--- config.mk ---
export PLATFORM = sky130hd
export DESIGN_NAME = uart_tx_arbiter
export DESIGN_NICKNAME = d
export VERILOG_FILES = /design/src/rtl/uart_tx_arbiter.sv
export SDC_FILE = /design/constraint.sdc
export NUM_CORES = 1
export LEC_CHECK = 0
export ABC_CLOCK_PERIOD_IN_PS = 3100
export BUFFER_PORTS_ARGS = -buffer_cell sky130_fd_sc_hd__buf_2
export CAP_MARGIN = 10
export CORE_MARGIN = 2
export CORE_UTILIZATION = 46
export DETAILED_ROUTE_END_ITERATION = 8
export HOLD_SLACK_MARGIN = 0.02
export PLACE_DENSITY = 0.73
export SLEW_MARGIN = 30
export SYNTH_ARGS = -nofsm -noshare
export SYNTH_HDL_FRONTEND = slang
export SYNTH_SLANG_ARGS = --single-unit
export TNS_END_PERCENT = 5
--- constraint.sdc ---
create_clock -name clk -period 3.1 [get_ports clk]
set_input_delay 0.31 -clock clk [delete_from_list [all_inputs] [get_ports clk]]
set_output_delay 0.31 -clock clk [all_outputs]
set_load 0.01 [all_outputs]
--- src/rtl/uart_tx_arbiter.sv ---
// uart_tx_arbiter: shares one 8N1 UART TX pin among NREQ byte requesters.
// Grants round-robin and keeps the grant locked to one requester until it
// sends a byte flagged last, so messages never interleave on the line.
// Ports:
//   clk, rst_n       clock, asynchronous active-low reset
//   enable           allows new locks to be granted (ignored while locked)
//   req_valid        per-requester byte valid
//   req_data         byte for requester i in bits [8i+7:8i]
//   req_last         marks the byte as the final one of a message
//   req_ready        per-requester accept strobe, one-hot or zero
//   txd              serial output, idle high
//   busy             high whenever the FSM is not IDLE
//   owner            current or most recent lock owner
module uart_tx_arbiter #(
    parameter int NREQ         = 4,
    parameter int CLK_DIV      = 5,
    parameter int LOCK_TIMEOUT = 1024
) (
    input  logic                    clk,
    input  logic                    rst_n,
    input  logic                    enable,
    input  logic [NREQ-1:0]         req_valid,
    input  logic [8*NREQ-1:0]       req_data,
    input  logic [NREQ-1:0]         req_last,
    output logic [NREQ-1:0]         req_ready,
    output logic                    txd,
    output logic                    busy,
    output logic [$clog2(NREQ)-1:0] owner
);
    localparam int OW = $clog2(NREQ);
    localparam int DW = $clog2(CLK_DIV);
    localparam int TW = LOCK_TIMEOUT > 0 ? $clog2(LOCK_TIMEOUT + 1) : 1;

    typedef enum logic [2:0] {IDLE, WAIT, START, DATA, STOP} state_t;

    state_t          r_state, w_next;
    logic [7:0]      r_byte;
    logic            r_last;
    logic [OW-1:0]   r_owner, r_rr, w_win, w_off, w_sel, w_owner_inc;
    logic [DW-1:0]   r_div;
    logic [3:0]      r_bit;
    logic [TW-1:0]   r_to, w_to_inc;
    logic [2*NREQ-1:0] w_dbl;
    logic            w_found, w_xfer, w_tick, w_timeout;

    assign w_tick      = r_div == DW'(CLK_DIV - 1);
    assign w_to_inc    = r_to + 1'b1;
    assign w_timeout   = (LOCK_TIMEOUT != 0) && (w_to_inc == TW'(LOCK_TIMEOUT));
    assign w_owner_inc = (r_owner == OW'(NREQ - 1)) ? '0 : r_owner + 1'b1;
    assign busy        = r_state != IDLE;
    assign owner       = r_owner;

    // Rotate valids so bit k is requester (rr+k) mod NREQ; scanning downward
    // lets the lowest set offset be the final (winning) assignment.
    always_comb begin
        w_dbl   = {req_valid, req_valid} >> r_rr;
        w_off   = '0;
        w_found = 1'b0;
        for (int k = NREQ - 1; k >= 0; k--) begin
            if (w_dbl[k]) begin
                w_off   = OW'(k);
                w_found = 1'b1;
            end
        end
        w_win = OW'((int'(r_rr) + int'(w_off)) % NREQ);
    end

    always_comb begin
        w_next    = r_state;
        req_ready = '0;
        txd       = 1'b1;
        w_sel     = r_owner;
        w_xfer    = 1'b0;
        case (r_state)
            IDLE: begin
                // rst_n gating keeps ready low while reset is held
                if (rst_n && enable && w_found) begin
                    req_ready[w_win] = 1'b1;
                    w_sel            = w_win;
                    w_xfer           = 1'b1;
                    w_next           = START;
                end
            end
            WAIT: begin
                req_ready[r_owner] = req_valid[r_owner];
                w_xfer             = req_valid[r_owner];
                w_next             = w_xfer ? START : (w_timeout ? IDLE : WAIT);
            end
            START: begin
                txd    = 1'b0;
                w_next = w_tick ? DATA : START;
            end
            DATA: begin
                txd    = r_byte[r_bit[2:0]];
                w_next = (w_tick && r_bit == 4'd7) ? STOP : DATA;
            end
            STOP:    w_next = w_tick ? (r_last ? IDLE : WAIT) : STOP;
            default: w_next = IDLE;
        endcase
    end

    always_ff @(posedge clk or negedge rst_n) begin
        if (!rst_n) begin
            r_state <= IDLE;
            r_byte  <= '0;
            r_last  <= 1'b0;
            r_owner <= '0;
            r_rr    <= '0;
            r_to    <= '0;
            r_div   <= '0;
            r_bit   <= '0;
        end else begin
            r_state <= w_next;
            if (w_xfer) begin
                r_byte  <= req_data[{w_sel, 3'b000} +: 8];
                r_last  <= req_last[w_sel];
                r_owner <= w_sel;
                r_to    <= '0;
                r_div   <= '0;
                r_bit   <= '0;
            end else begin
                r_div <= (r_state == START || r_state == DATA || r_state == STOP) && !w_tick ? r_div + 1'b1 : '0;
                r_to  <= (r_state == WAIT) ? w_to_inc : '0;
                if (r_state == DATA && w_tick)
                    r_bit <= r_bit + 1'b1;
                if ((r_state == STOP && w_tick && r_last) || (r_state == WAIT && w_timeout))
                    r_rr <= w_owner_inc;
            end
        end
    end
endmodule

* Word level (Yosys, flattened, before mapping)
Index checks and enable logic that the tools add are counted.
** Storage, ports and cells
- Memories kept :: 0
- Logic and storage cells :: 90
- Flip-flop bits (word level) :: 34
- Memory bits (read-only) :: 0
- Bits in writable memories :: 0
- Bits in latches :: 0
** Operators by class
- $mul :: 0
- Equality and inequality tests :: 9
- Mux-type cells :: 40
- Order comparisons :: 6
- Divide/modulo/power cells :: 0
- Shifts and indexed selects :: 2
- Bitwise operators :: 2
- Reduce and logical (&&, ||, !) cells :: 18
- $add $sub $neg :: 5
** Operators with widths (count)
- $shiftx 32x6->8 :: 1
- $mux 11 :: 2
- $mux 2 :: 8
- $mux 3 :: 5
- $pmux 3 s5 :: 1
- $mux 1 :: 13
- $mux 4 :: 3
- $add 11x1->11 const B :: 1
- $eq 11x11->1 const B :: 1
- $logic_and 1x1->1 :: 10
- $lt 2x3->1 const B :: 3
- $pmux 4 s2 :: 1
- $shr 8x2->4 :: 1
- $eq 3x2->1 const B :: 2
- $eq 3x3->1 const B :: 2
- $add 4x1->4 const B :: 1
- $and 4x4->4 :: 1
- $bmux 1 s2 :: 2
- $demux 1 s2 :: 2
- $eq 4x3->1 const B :: 1
- $ge 2x1->1 const B :: 2
- $lt 3x4->1 const B :: 1
- $pmux 1 s2 :: 2
- $add 3x1->3 const B :: 1
- 13 further kinds :: 15

* Depth between registers and ports, before layout
Gate-level depths: netlist (run 1).
- Word-level depth :: 12
- Gate-level depth with buffers :: 12
- Gate-level depth less buffers :: 10

* Worst setup path before layout (run 1)
Ideal clock, no wire load.
- Path kind :: reg-to-reg
- Start point :: reg r_rr[1]
- End point :: reg r_byte[2]
- Clock period less this slack :: 2864 ps
- Setup time :: 125 ps
- Buffers on the path :: 2
- Setup slack :: 236 ps
- Data arrival time :: 2739 ps
- Cell stages (with the launch flop) :: 12
- Cell sequence :: dfrtp_1 > buf_2 > o21ai_0 > a21oi_1 > o31a_1 > ha_1 > xnor2_1 > and4_1 > o31ai_1 > buf_6 > mux4_2 > mux2_4
** On the way
- Word-level cells in the longest chain between the ends :: 9
- Elaborated cells on any way between the ends :: 16
** RTL lines
- start, declared :: line 39 : logic [OW-1:0] r_owner, r_rr, w_win, w_off, w_sel, w_owner_inc;
- start signal, assigned :: line 127 : r_rr <= w_owner_inc;
- $shr 8x2->4 :: line 56 : w_dbl = {req_valid, req_valid} >> r_rr;
- $mux 2 / $mux 1 (equally long branches) (4 in series) :: line 60 : if (w_dbl[k]) begin
- $add 2x2->2 / $logic_and 1x1->1 (equally long branches) :: line 65, 77
- $mux 2 :: line 77 : if (rst_n && enable && w_found) begin
- $mux 2 :: line 74 : case (r_state)
- $shiftx 32x6->8 :: line 115 : r_byte <= req_data[{w_sel, 3'b000} +: 8];
- end signal, assigned :: line 115
- end, declared :: line 37 : logic [7:0] r_byte;
Parallel ways exist; a longest one is shown, timed or not.
A chain may end at the register's enable or synchronous reset.

* Worst setup path after layout (run 1)
- Start point :: reg r_rr[1]
- End point :: out req_ready[0]
** On the way
- Word-level cells in the longest chain between the ends :: 12
- Elaborated cells on any way between the ends :: 18
** RTL lines
- $shr 8x2->4 :: line 56
- $mux 2 (4 in series) :: line 60
- $add 2x2->2 :: line 65 : w_win = OW'((int'(r_rr) + int'(w_off)) % NREQ);
- $lt 2x3->1 (not written as such) / $ge 2x1->1 (equally long branches) :: line 78 : req_ready[w_win] = 1'b1;
- $logic_and 1x1->1 (not written as such) :: line 78
- $mux 1 (not written as such) :: line 78
- $demux 1 s2 :: line 78
- $mux 4 * :: line 77
- $pmux 4 s2 * :: line 74
- end, declared :: line 25 : output logic [NREQ-1:0] req_ready,
Mark *: on every way between the ends. The rest lies on a longest branch, timed or not.

==> results of run 1 <==
-- routing by layer --
metal  wire length, um  GRT usage  vias up
li1                  -          -      957
met1              2330      0.245      878
met2              2310      0.296       45
met3               194     0.0367        5
met4                44     0.0564        0
met5                 0          0        -
-- final cells by class --
class / instances / area [um^2]
fill: 482 / 2300
sequential: 34 / 851
inverter: 9 / 33.8
tap: 70 / 87.6
multi-input combinational: 184 / 1450
timing repair buffer: 54 / 280
clock buffer: 7 / 76.3
-- synth_stat cells (2+ instances only) --
master and count:
o21ai_0 5, mux4_2 4, nor3_1 6, nand3b_1 2, a22o_1 2, o211ai_1 4
nor2_1 26, a21oi_1 3, nor3b_1 4, nand3_1 8, buf_6 3, and3b_1 2
mux2i_1 27, buf_2 2, o22ai_1 2, a31oi_1 3, dfrtp_1 34, or3_4 2
xor2_1 6, nand2_1 16, ha_1 9, clkbuf_1 6, xnor2_1 9, inv_1 9
and3_1 9, mux2_2 9
-- flip-flops by register name (all words and copies together) (netlist names) --
name,flops
r_div,3
r_bit,4
r_byte,8
owner,2
r_last,1
r_state,3
r_rr,2
r_to,11
-- per-stage QoR --
step | util | setup WS, ns | area [um^2] | hold slack, ns | instances
final | 0.547 | 0.244 | 2780 | 0.0847 | 358
after global routing | 0.547 | 0.0864 | 2780 | 0.127 | 358
after CTS | 0.547 | 0.252 | 2780 | 0.108 | 358
after detailed placement | 0.532 | 0.192 | 2700 | 0.416 | 351
after global placement | 0.531 | 0.244 | 2690 | 0.408 | 351
after floorplan | - | 0.236 | 2390 | 0.0144 | 239
-- worst max-delay path by stage --
stage	start	depth (start not counted)	slack [ns]	to
global route	r_rr[1]$_DFFE_PN0P_	9	0.09	r_byte[2]$_DFFE_PN0P_
finish	r_rr[1]$_DFFE_PN0P_	9	0.24	req_ready[0]
CTS	r_rr[1]$_DFFE_PN0P_	9	0.25	req_ready[0]
floorplan	r_rr[1]$_DFFE_PN0P_	11	0.24	r_byte[2]$_DFFE_PN0P_
detailed placement	req_valid[0]	11	0.19	r_byte[2]$_DFFE_PN0P_
global placement	req_valid[0]	11	0.24	r_byte[2]$_DFFE_PN0P_
-- where the power goes --
part           leakage, nW  switching [mW]  internal (mW)
Combinational        0.733           0.218          0.267
Clock               0.0383           0.154          0.155
Sequential           0.444           0.117          0.559
-- kinds of logic (layout without fill, tap and decap cells) --
| logic type | after synthesis | after routing |
|---|---|---|
| and+or+nand+nor | 86 | 86 |
| muxes | 42 | 42 |
| DFF | 34 | 34 |
| AOI/OAI and AO/OA | 32 | 32 |
| buffers and inverters | 21 | 70 |
| xor gates and xnor gates | 15 | 15 |
| adders and majority gates | 9 | 9 |
-- critical path, delay by kind of cell (launching register included) --
family                     cells  cell delay, ns
xor gates and xnor gates       1            0.28
AOI/OAI and AO/OA              5            0.83
DFF                            1            0.46
buffers and inverters          1            0.13
and+or+nand+nor                1            0.36
adders and majority gates      1            0.19
==> metrics.md, run 1 <==
| Metric | Value |
|---|---|
| Outcome | `complete, no violations` |
| Gpl congestion | `0.883` |
| Adder-cell share of the synthesized area | `0.0471` |
| Via density | `5.27` |
| Die Y | `around 76 um` |
| Die Area | `just under 0.006 mm^2` |
| CP Data Arrival Time | `2.55 ns` |
| CTS Sinks | `34` |
| Hpwl dp | `~3700 um` |
| Register area share after synthesis | `0.356` |
| Routed vias | `1885` |
| Synth unique cells | `53` |
| Warnings, synthesis | `0` |
| Detail Route Antenna Nets | `0` |
| First-pass GRT wire length | `8570 um` |
| Asr flop ratio synth | `1.00` |
| Reg2Reg Depth | `9` |
| P per Cell Area | `530 mW/mm^2` |
| Largest net degree at the start of global routing | `35` |
| CTS tree | `done` |
| Worst hold path class | `primary input to asynchronous set/reset pin` |
| Setup_tns | `0 ns` |
| CP max stage delay | `approximately 0.46 ns` |
| Main synth FF type | `dfrtp_1` |
| Yosys top cell area share | `0.356` |
| Die width | `76.1 um` |
| Max-slew violation count | `0` |
| Top cells by area, synth | `dfrtp_1, mux2i_1, ha_1` |
| Simple-gate area share of the yosys netlist | `0.191` |
| CP Max Fanout | `9` |
| Post-synth EDFFs | `0` |
| Starting Density | `0.471` |
| Final Power | `1.47 mW` |
| Syn nets | `around 290` |
| Port-buffer cells | `50` |
| Leading area contributor after synthesis | `dfrtp_1` |
| Yosys reg bits | `34` |
| Max-cap violation count | `0` |
| Drt wl/cell | `13.6 um` |
| Maximum vdd drop | `0.390 mV` |
| Clk_lat worst skew | `about 0.28 ns` |
| Mapped Avg Cell Area | `roughly 10 um^2` |
| Critical path endpoint category | `output pin` |
| Routed wire length | `4880 um` |
| Gr ovfl total | `0` |
| Initial antenna violation count | `0` |
| Pre-antenna DRT Iters | `4` |
| FMAX | `0.350 GHz` |
| Clk buf depth | `2` |
| Commonest non-fill, non-tap cell in the layout | `buf_2` |
| Share of cells above drive strength 1 | `0.285` |
| First DRT Iteration DRCs | `just over 100` |
| Layout area overhead | `16.2%` |
| Slowest cell on the critical path | `dfrtp_1` |
| Final setup vio count | `0` |
| Cells after synthesis | `239` |
| Worst Setup Start Kind | `flop` |
| Largest family of logic cells by synthesized area | `multiplexers` |
| RSZ-0062 raised after global routing | `false` |
| Vias in the first global route | `1837` |
| Clock transition at the registers of the reported paths | `approximately 0.070 ns` |
| ANT cells | `0` |
| Total GRT Usage | `0.181` |
| Worst-case clock skew | `0.00403 ns` |
| Worst Tran Pin Value | `approximately 0.77 ns` |
| Worst path required time | `2.79 ns` |
| Root buffer cell | `clkbuf_8` |
| Hold_buf cts | `0` |
| FP Rows | `26` |
| Slew Limit Headroom | `0.489` |
| # Post-CTS Setup Buffers | `0` |
| Reg2Reg Capture Point | `r_byte[2]$_DFFE_PN0P_` |
| Endpoints failing hold | `0` |
| Clock period minus worst slack | `2.86 ns` |
| Num CTS Buffers | `5` |
| Synth Area in Compound Gates | `0.101` |
| Nets | `between 300 and 400` |
| CP Class | `flop to output pin` |
| Tcrit/Tclk final | `0.921` |
| Core area | `0.00507 mm^2` |
| Reg2Reg Setup Slack | `0.27 ns` |
| Pleak | `1.22 nW` |
| R2R Path Start | `r_rr[1]$_DFFE_PN0P_` |
| Post-Syn Area | `~0.0024 mm^2` |
| Commonest cells after routing, fill and taps aside | `buf_2, dfrtp_1, mux2i_1, nor2_1, nand2_1` |
| DRC | `0` |
| Synth Area in XOR/XNOR | `0.0550` |
| Post-cts gate resize count | `0` |
| Crit-path cells | `o21ai_0 -> a21oi_1 -> o31a_1 -> ha_1 -> xnor2_1 -> a31oi_4 -> or2_2 -> a22o_1 -> buf_2` |
| Ports | `51` |
| Post-synthesis mux area share | `0.204` |
| H-tree levels | `2` |
(Power assumes the default switching activity.)
==> run 2, diff against run 1 <==
--- a/config.mk
+++ b/config.mk
@@ -5,14 +5,15 @@
 export SDC_FILE = /design/constraint.sdc
 export NUM_CORES = 1
 export LEC_CHECK = 0
-export ABC_CLOCK_PERIOD_IN_PS = 3100
+export ABC_CLOCK_PERIOD_IN_PS = 2320
 export BUFFER_PORTS_ARGS = -buffer_cell sky130_fd_sc_hd__buf_2
 export CAP_MARGIN = 10
 export CORE_MARGIN = 2
 export CORE_UTILIZATION = 46
 export DETAILED_ROUTE_END_ITERATION = 8
+export GPL_ROUTABILITY_DRIVEN = 1
 export HOLD_SLACK_MARGIN = 0.02
-export PLACE_DENSITY = 0.73
+export PLACE_DENSITY = 0.76
 export SLEW_MARGIN = 30
 export SYNTH_ARGS = -nofsm -noshare
 export SYNTH_HDL_FRONTEND = slang
==> constraint.sdc (replaced) <==
create_clock -name clk -period 2.32 [get_ports clk]
set_input_delay 0.232 -clock clk [delete_from_list [all_inputs] [get_ports clk]]
set_output_delay 0.232 -clock clk [all_outputs]
set_load 0.01 [all_outputs]
==> run 2 against run 1 <==
The run now ends with hold timing, setup timing left. Cell count up 10%. Largest power group unchanged. Highest routed layer unchanged. Clock-buffer cell count shrank 1. Core utilization is 6.8 points higher. Sequential power increased by 29%. Critical path depth grew 1.
==> metrics.md, run 2 (same netlist as run 1, synthesis figures left out) <==
| Metric | Value |
|---|---|
| Pleak | `approximately 1.4 nW` |
| Post-route setup slack | `-0.245 ns` |
| Failing checks | `hold timing, setup timing` |
| Cell count after placement | `385` |
| Die width | `roughly 76 um` |
| Top reg by flops | `r_to` |
| Worst hold path class | `primary input to asynchronous set/reset pin` |
| Clk buf depth | `2` |
| Die Area | `0.00579 mm^2` |
| Port-buffer cells | `50` |
| First-pass GRT wire length | `approximately 9300 um` |
| Nets | `376` |
| CP Class | `flop to output pin` |
| Reg2Reg Setup Slack | `-0.24 ns` |
| Clock transition at the registers of the reported paths | `~0.070 ns` |
| Clk_lat worst skew | `about 0.29 ns` |
| Drt wl/cell | `~14 um` |
| Non-Filler Instances | `395` |
| FP Rows | `26` |
| Ports | `51` |
| P per Cell Area | `673 mW/mm^2` |
| Endpoints failing hold | `5` |
| Commonest non-fill, non-tap cell in the layout | `buf_2` |
| Finished Core Util | `0.615` |
| Hold_buf cts | `0` |
| ANT cells | `0` |
| CTS tree | `done` |
| Fill cells | `roughly 450` |
| Max-cap violation count | `0` |
| Reg2Reg Capture Point | `r_byte[2]$_DFFE_PN0P_` |
| Share of cells above drive strength 1 | `0.388` |
| Starting Density | `0.471` |
| Root buffer cell | `clkbuf_8` |
| CTS Sinks | `34` |
| Clock period minus worst slack | `2.57 ns` |
| Initial antenna violation count | `0` |
| Final setup vio count | `5` |
| Gr ovfl total | `0` |
| H-tree levels | `2` |
| Vias in the first global route | `2104` |
| Critical path endpoint category | `output pin` |
| Routed wire length | `5350 um` |
| Via density | `approximately 5.3` |
| Max-slew violation count | `0` |
| Tcrit/Tclk final | `1.11` |
| Hpwl dp | `4080 um` |
| FMAX | `0.390 GHz` |
| Worst path required time | `2.09 ns` |
| Outcome | `finished, violations left` |
| Max reg flops | `11` |
| Worst Setup Start Kind | `flop` |
| Worst Tran Pin Value | `0.686 ns` |
| CP Data Arrival Time | `~2.3 ns` |
| DP Worst Slack | `-0.258 ns` |
| Layout area overhead | `30.6%` |
| RSZ-0062 raised after global routing | `true` |
| Reg2Reg Depth | `9` |
| Pre-antenna DRT Iters | `4` |
| Die Y | `~76 um` |
| Detail Route Antenna Nets | `0` |
| DRC | `0` |
| Slew Limit Headroom | `0.541` |
| Commonest cells after routing, fill and taps aside | `buf_2, buf_4, dfrtp_1, mux2i_1, nor2_1` |
| Core area | `0.00507 mm^2` |
| Num CTS Buffers | `5` |
| Maximum vdd drop | `0.694 mV` |
| Gpl congestion | `around 0.80` |
| Final Power | `2.10 mW` |
| CP Max Fanout | `4` |
| Top flop regs | `r_to (11), r_byte (8), r_bit (4)` |
| Routed vias | `2086` |
| Total GRT Usage | `0.195` |
| R2R Path Start | `r_rr[1]$_DFFE_PN0P_` |
| Worst-case clock skew | `0.00301 ns` |
| First DRT Iteration DRCs | `37` |
| Final hold slack | `-0.00305 ns` |
| Largest net degree at the start of global routing | `35` |
run 2: changes by cell type in the layout (fill, tap and decap cells not counted), moves of 2 or more:
| cell | change |
|---|---|
| buf_4 | +32 |
| buf_6 | +4 |
| clkbuf_1 | -2 |
| o21ai_0 | -3 |
| o21ai_1 | +3 |
run 2: per-stage QoR:
step / TNS (ns) / cell area (um^2)
after floorplan: -1.27 / 2420
final: -1.03 / 3120
after detailed placement: -1.03 / 2970
after global placement: -0.453 / 2970
after CTS: -1.49 / 3100
after global routing: -2.55 / 3120
run 2: where the power goes:
group | switching, mW | internal, mW
logic | 0.356 | 0.413
registers | 0.125 | 0.746
clock network | 0.221 | 0.238
total | 0.702 | 1.40
run 2: layout make-up:
type,count,area [um^2],share of cell area
Inverter,9,33.8,0.0108
Tap cell,70,87.6,0.0281
Timing Repair Buffer,90,566,0.181
Sequential cell,34,851,0.273
Multi-Input combinational cell,184,1490,0.477
Clock buffer,6,82.6,0.0265
Clock inverter,2,12.5,0.00401
run 2: worst max-delay path, stage by stage (launching register included):
cell and delay [ns]:
dfrtp_1 0.41, o21ai_1 0.13, a21oi_1 0.07, o31a_1 0.24, ha_2 0.18, xnor2_2 0.15
and4_4 0.17, buf_6 0.12, or2_4 0.24, a22o_1 0.19, buf_2 0.13
run 2: how the worst max path moves through the flow:
stage / start / endpoint / slack [ns]
after floorplan: r_rr[1]$_DFFE_PN0P_ / r_byte[2]$_DFFE_PN0P_ / -0.36
after global placement: r_rr[1]$_DFFE_PN0P_ / r_byte[2]$_DFFE_PN0P_ / -0.20
after detailed placement: r_rr[1]$_DFFE_PN0P_ / r_byte[2]$_DFFE_PN0P_ / -0.26
after CTS: r_rr[1]$_DFFE_PN0P_ / req_ready[0] / -0.26
after global routing: r_rr[1]$_DFFE_PN0P_ / req_ready[0] / -0.37
final: r_rr[1]$_DFFE_PN0P_ / req_ready[0] / -0.25
run 2: per-layer routing:
metal / GRT usage / wire length [um]
met5: 0 / 0
met2: 0.336 / 2600
met4: 0.0618 / 90
met3: 0.0379 / 149
met1: 0.250 / 2500
run 2: what timing repair did:
item,4_1_cts,5_1_grt
resized for setup,7,4
setup buffers,2,0
pin swaps,5,2
endpoints found under the setup margin,15,15
==> run 3, diff against run 2 <==
--- a/config.mk
+++ b/config.mk
@@ -8,6 +8,7 @@
 export ABC_CLOCK_PERIOD_IN_PS = 2320
 export BUFFER_PORTS_ARGS = -buffer_cell sky130_fd_sc_hd__buf_2
 export CAP_MARGIN = 10
+export CORE_ASPECT_RATIO = 1.4
 export CORE_MARGIN = 2
 export CORE_UTILIZATION = 46
 export DETAILED_ROUTE_END_ITERATION = 8
==> run 3 against run 2 <==
The flow finishes with violations (setup timing). Combinational power down 0.7%. Sequential share of layout area about the same. Fmax down 2.0%. Critical endpoint unchanged. Non-clock buffer count unchanged. Core utilization down 0.10 points. Design area about the same.
==> metrics.md, run 3 (same netlist as run 1, synthesis figures left out) <==
| Metric | Value |
|---|---|
| CP Max Fanout | `5` |
| Drt wl/cell | `14.2 um` |
| Detail Route Antenna Nets | `0` |
| CP max stage delay | `0.42 ns` |
| Nets | `376` |
| Top reg by flops | `r_to` |
| Layout area overhead | `30.5%` |
| First-pass GRT wire length | `9550 um` |
| First DRT Iteration DRCs | `45` |
| Tcrit/Tclk final | `1.13` |
| Die Y | `about 90 um` |
| CTS Sinks | `34` |
| Initial antenna violation count | `0` |
| Pre-antenna DRT Iters | `4` |
| Port-buffer cells | `50` |
| Clk_lat worst skew | `0.29 ns` |
| Cell count after placement | `around 380` |
| Worst path required time | `2.09 ns` |
| Final setup vio count | `13` |
| Largest net degree at the start of global routing | `35` |
| R2R Path Start | `r_rr[1]$_DFFE_PN0P_` |
| Setup_tns | `-1.83 ns` |
| Die width | `between 60 and 70 um` |
| Slowest cell on the critical path | `dfrtp_1` |
| Max-slew violation count | `0` |
| Die Area | `0.00579 mm^2` |
| Commonest non-fill, non-tap cell in the layout | `buf_2` |
| Reg2Reg Capture Point | `r_byte[2]$_DFFE_PN0P_` |
| FP Rows | `31` |
| Gr ovfl total | `0` |
| Top sig layer | `met4` |
| Maximum vdd drop | `0.355 mV` |
| DP Worst Slack | `-0.261 ns` |
| DRC | `0` |
| Routed wire length | `5540 um` |
| Worst hold path class | `primary input to flop` |
| P per Cell Area | `668 mW/mm^2` |
| Hold EP | `r_last$_DFFE_PN0P_` |
| Worst Hold Launch | `req_last[1]` |
| Crit-path cells | `o21ai_1 -> a21oi_1 -> o31a_1 -> ha_4 -> xnor2_4 -> and4_4 -> buf_6 -> or2_4 -> a22o_1 -> buf_2` |
| Critical path endpoint category | `output pin` |
| H-tree levels | `2` |
| Worst Hold Path Cells | `3` |
| Metal1 wirelength | `~2100 um` |
| Max reg flops | `11` |
| Routed vias | `roughly 2100` |
| Starting Density | `0.470` |
| Core area | `0.00508 mm^2` |
| Reg2Reg Depth | `9` |
| Reg2Reg Setup Slack | `-0.27 ns` |
| Max-cap violation count | `0` |
| Fill cells | `approximately 420` |
| Worst-case clock skew | `0.00880 ns` |
| Via density | `about 5.4` |
| Gpl congestion | `roughly 0.80` |
| Post-route setup slack | `-0.296 ns` |
| Clk buf depth | `2` |
| # Post-CTS Setup Buffers | `0` |
| CTS tree | `done` |
| Total GRT Usage | `0.210` |
| WL met2 | `3010 um` |
| Slew Limit Headroom | `0.319` |
| Endpoints failing hold | `0` |
| Outcome | `finished, violations left` |
| RSZ-0062 raised after global routing | `true` |
| Vias in the first global route | `2241` |
| CP Class | `flop to output pin` |
| Worst Setup Start Kind | `flop` |
| Non-Filler Instances | `391` |
| CP Data Arrival Time | `2.38 ns` |
| Metal3 WL | `190 um` |
| Num CTS Buffers | `5` |
| Clock period minus worst slack | `2.62 ns` |
| FMAX | `0.382 GHz` |
| Worst Tran Pin Value | `1.01 ns` |
| Commonest cells after routing, fill and taps aside | `buf_2, buf_4, dfrtp_1, mux2i_1, nor2_1` |
| Ports | `51` |
| Hpwl dp | `4370 um` |
| Pleak | `between 1 and 1.5 nW` |
| Root buffer cell | `clkbuf_8` |
| Clock transition at the registers of the reported paths | `0.07 ns` |
| Top flop regs | `r_to (11), r_byte (8), r_bit (4)` |
| ANT cells | `0` |
| Final Power | `2.08 mW` |
| Share of cells above drive strength 1 | `0.375` |
| Failing checks | `setup timing` |
[run 3: timing repair]
item,4_1_cts,5_1_grt
gates resized for setup,7,0
cloned,0,0
hold endpoints to repair,27,0
hold buffers,1,0
setup endpoints to repair,15,15
pin swaps,3,2
[run 3: power breakdown]
part	switching (mW)	internal, mW
registers	0.120	0.746
logic	0.344	0.420
clock network	0.213	0.239
[run 3: cell type report]
| class | instances | area (um^2) | share of cell area |
|---|---|---|---|
| inverters | 9 | 33.8 | 0.0108 |
| multi-input cells | 184 | 1490 | 0.477 |
| repair buffers | 90 | 573 | 0.184 |
| well taps | 66 | 82.6 | 0.0265 |
| clock buffers | 7 | 86.3 | 0.0277 |
| flip-flops and latches | 34 | 851 | 0.273 |
| clock inverters | 1 | 5.00 | 0.00161 |
[run 3: worst max path at each step]
stage,from,endpoint,slack [ns],cells past startpoint
6_report,r_rr[1]$_DFFE_PN0P_,req_ready[0],-0.30,10
2_1_floorplan,r_rr[1]$_DFFE_PN0P_,r_byte[2]$_DFFE_PN0P_,-0.36,11
3_3_place_gp,r_rr[1]$_DFFE_PN0P_,r_byte[2]$_DFFE_PN0P_,-0.20,9
5_1_grt,r_rr[1]$_DFFE_PN0P_,req_ready[0],-0.38,10
3_5_place_dp,r_rr[1]$_DFFE_PN0P_,r_byte[2]$_DFFE_PN0P_,-0.26,9
4_1_cts,r_rr[1]$_DFFE_PN0P_,req_ready[0],-0.26,10
[run 3: critical path: cells and delay by family, from the launching register on]
family                   cells  cell delay (ns)
AND/OR/NAND/NOR              2             0.41
AO/OA/AOI/OAI                4             0.69
flip-flops                   1             0.42
XOR/XNOR                     1             0.13
buffers and inverters        2             0.25
adder cells (fa/ha/maj)      1             0.18
[run 3: per-layer routing]
layer / vias up / global-route usage
met4: 0 / 0.108
met3: 16 / 0.0466
met5: - / 0
met1: 1027 / 0.214
met2: 42 / 0.400
li1: 1038 / -
[run 3: through the flow]
stage,instance area [um^2],hold WS (ns),utilization
floorplan,2420,-0.0636,-
global placement,2980,0.317,0.586
detailed placement,2980,0.318,0.586
CTS,3120,0.350,0.614
global route,3120,0.379,0.614
finish,3120,0.358,0.614
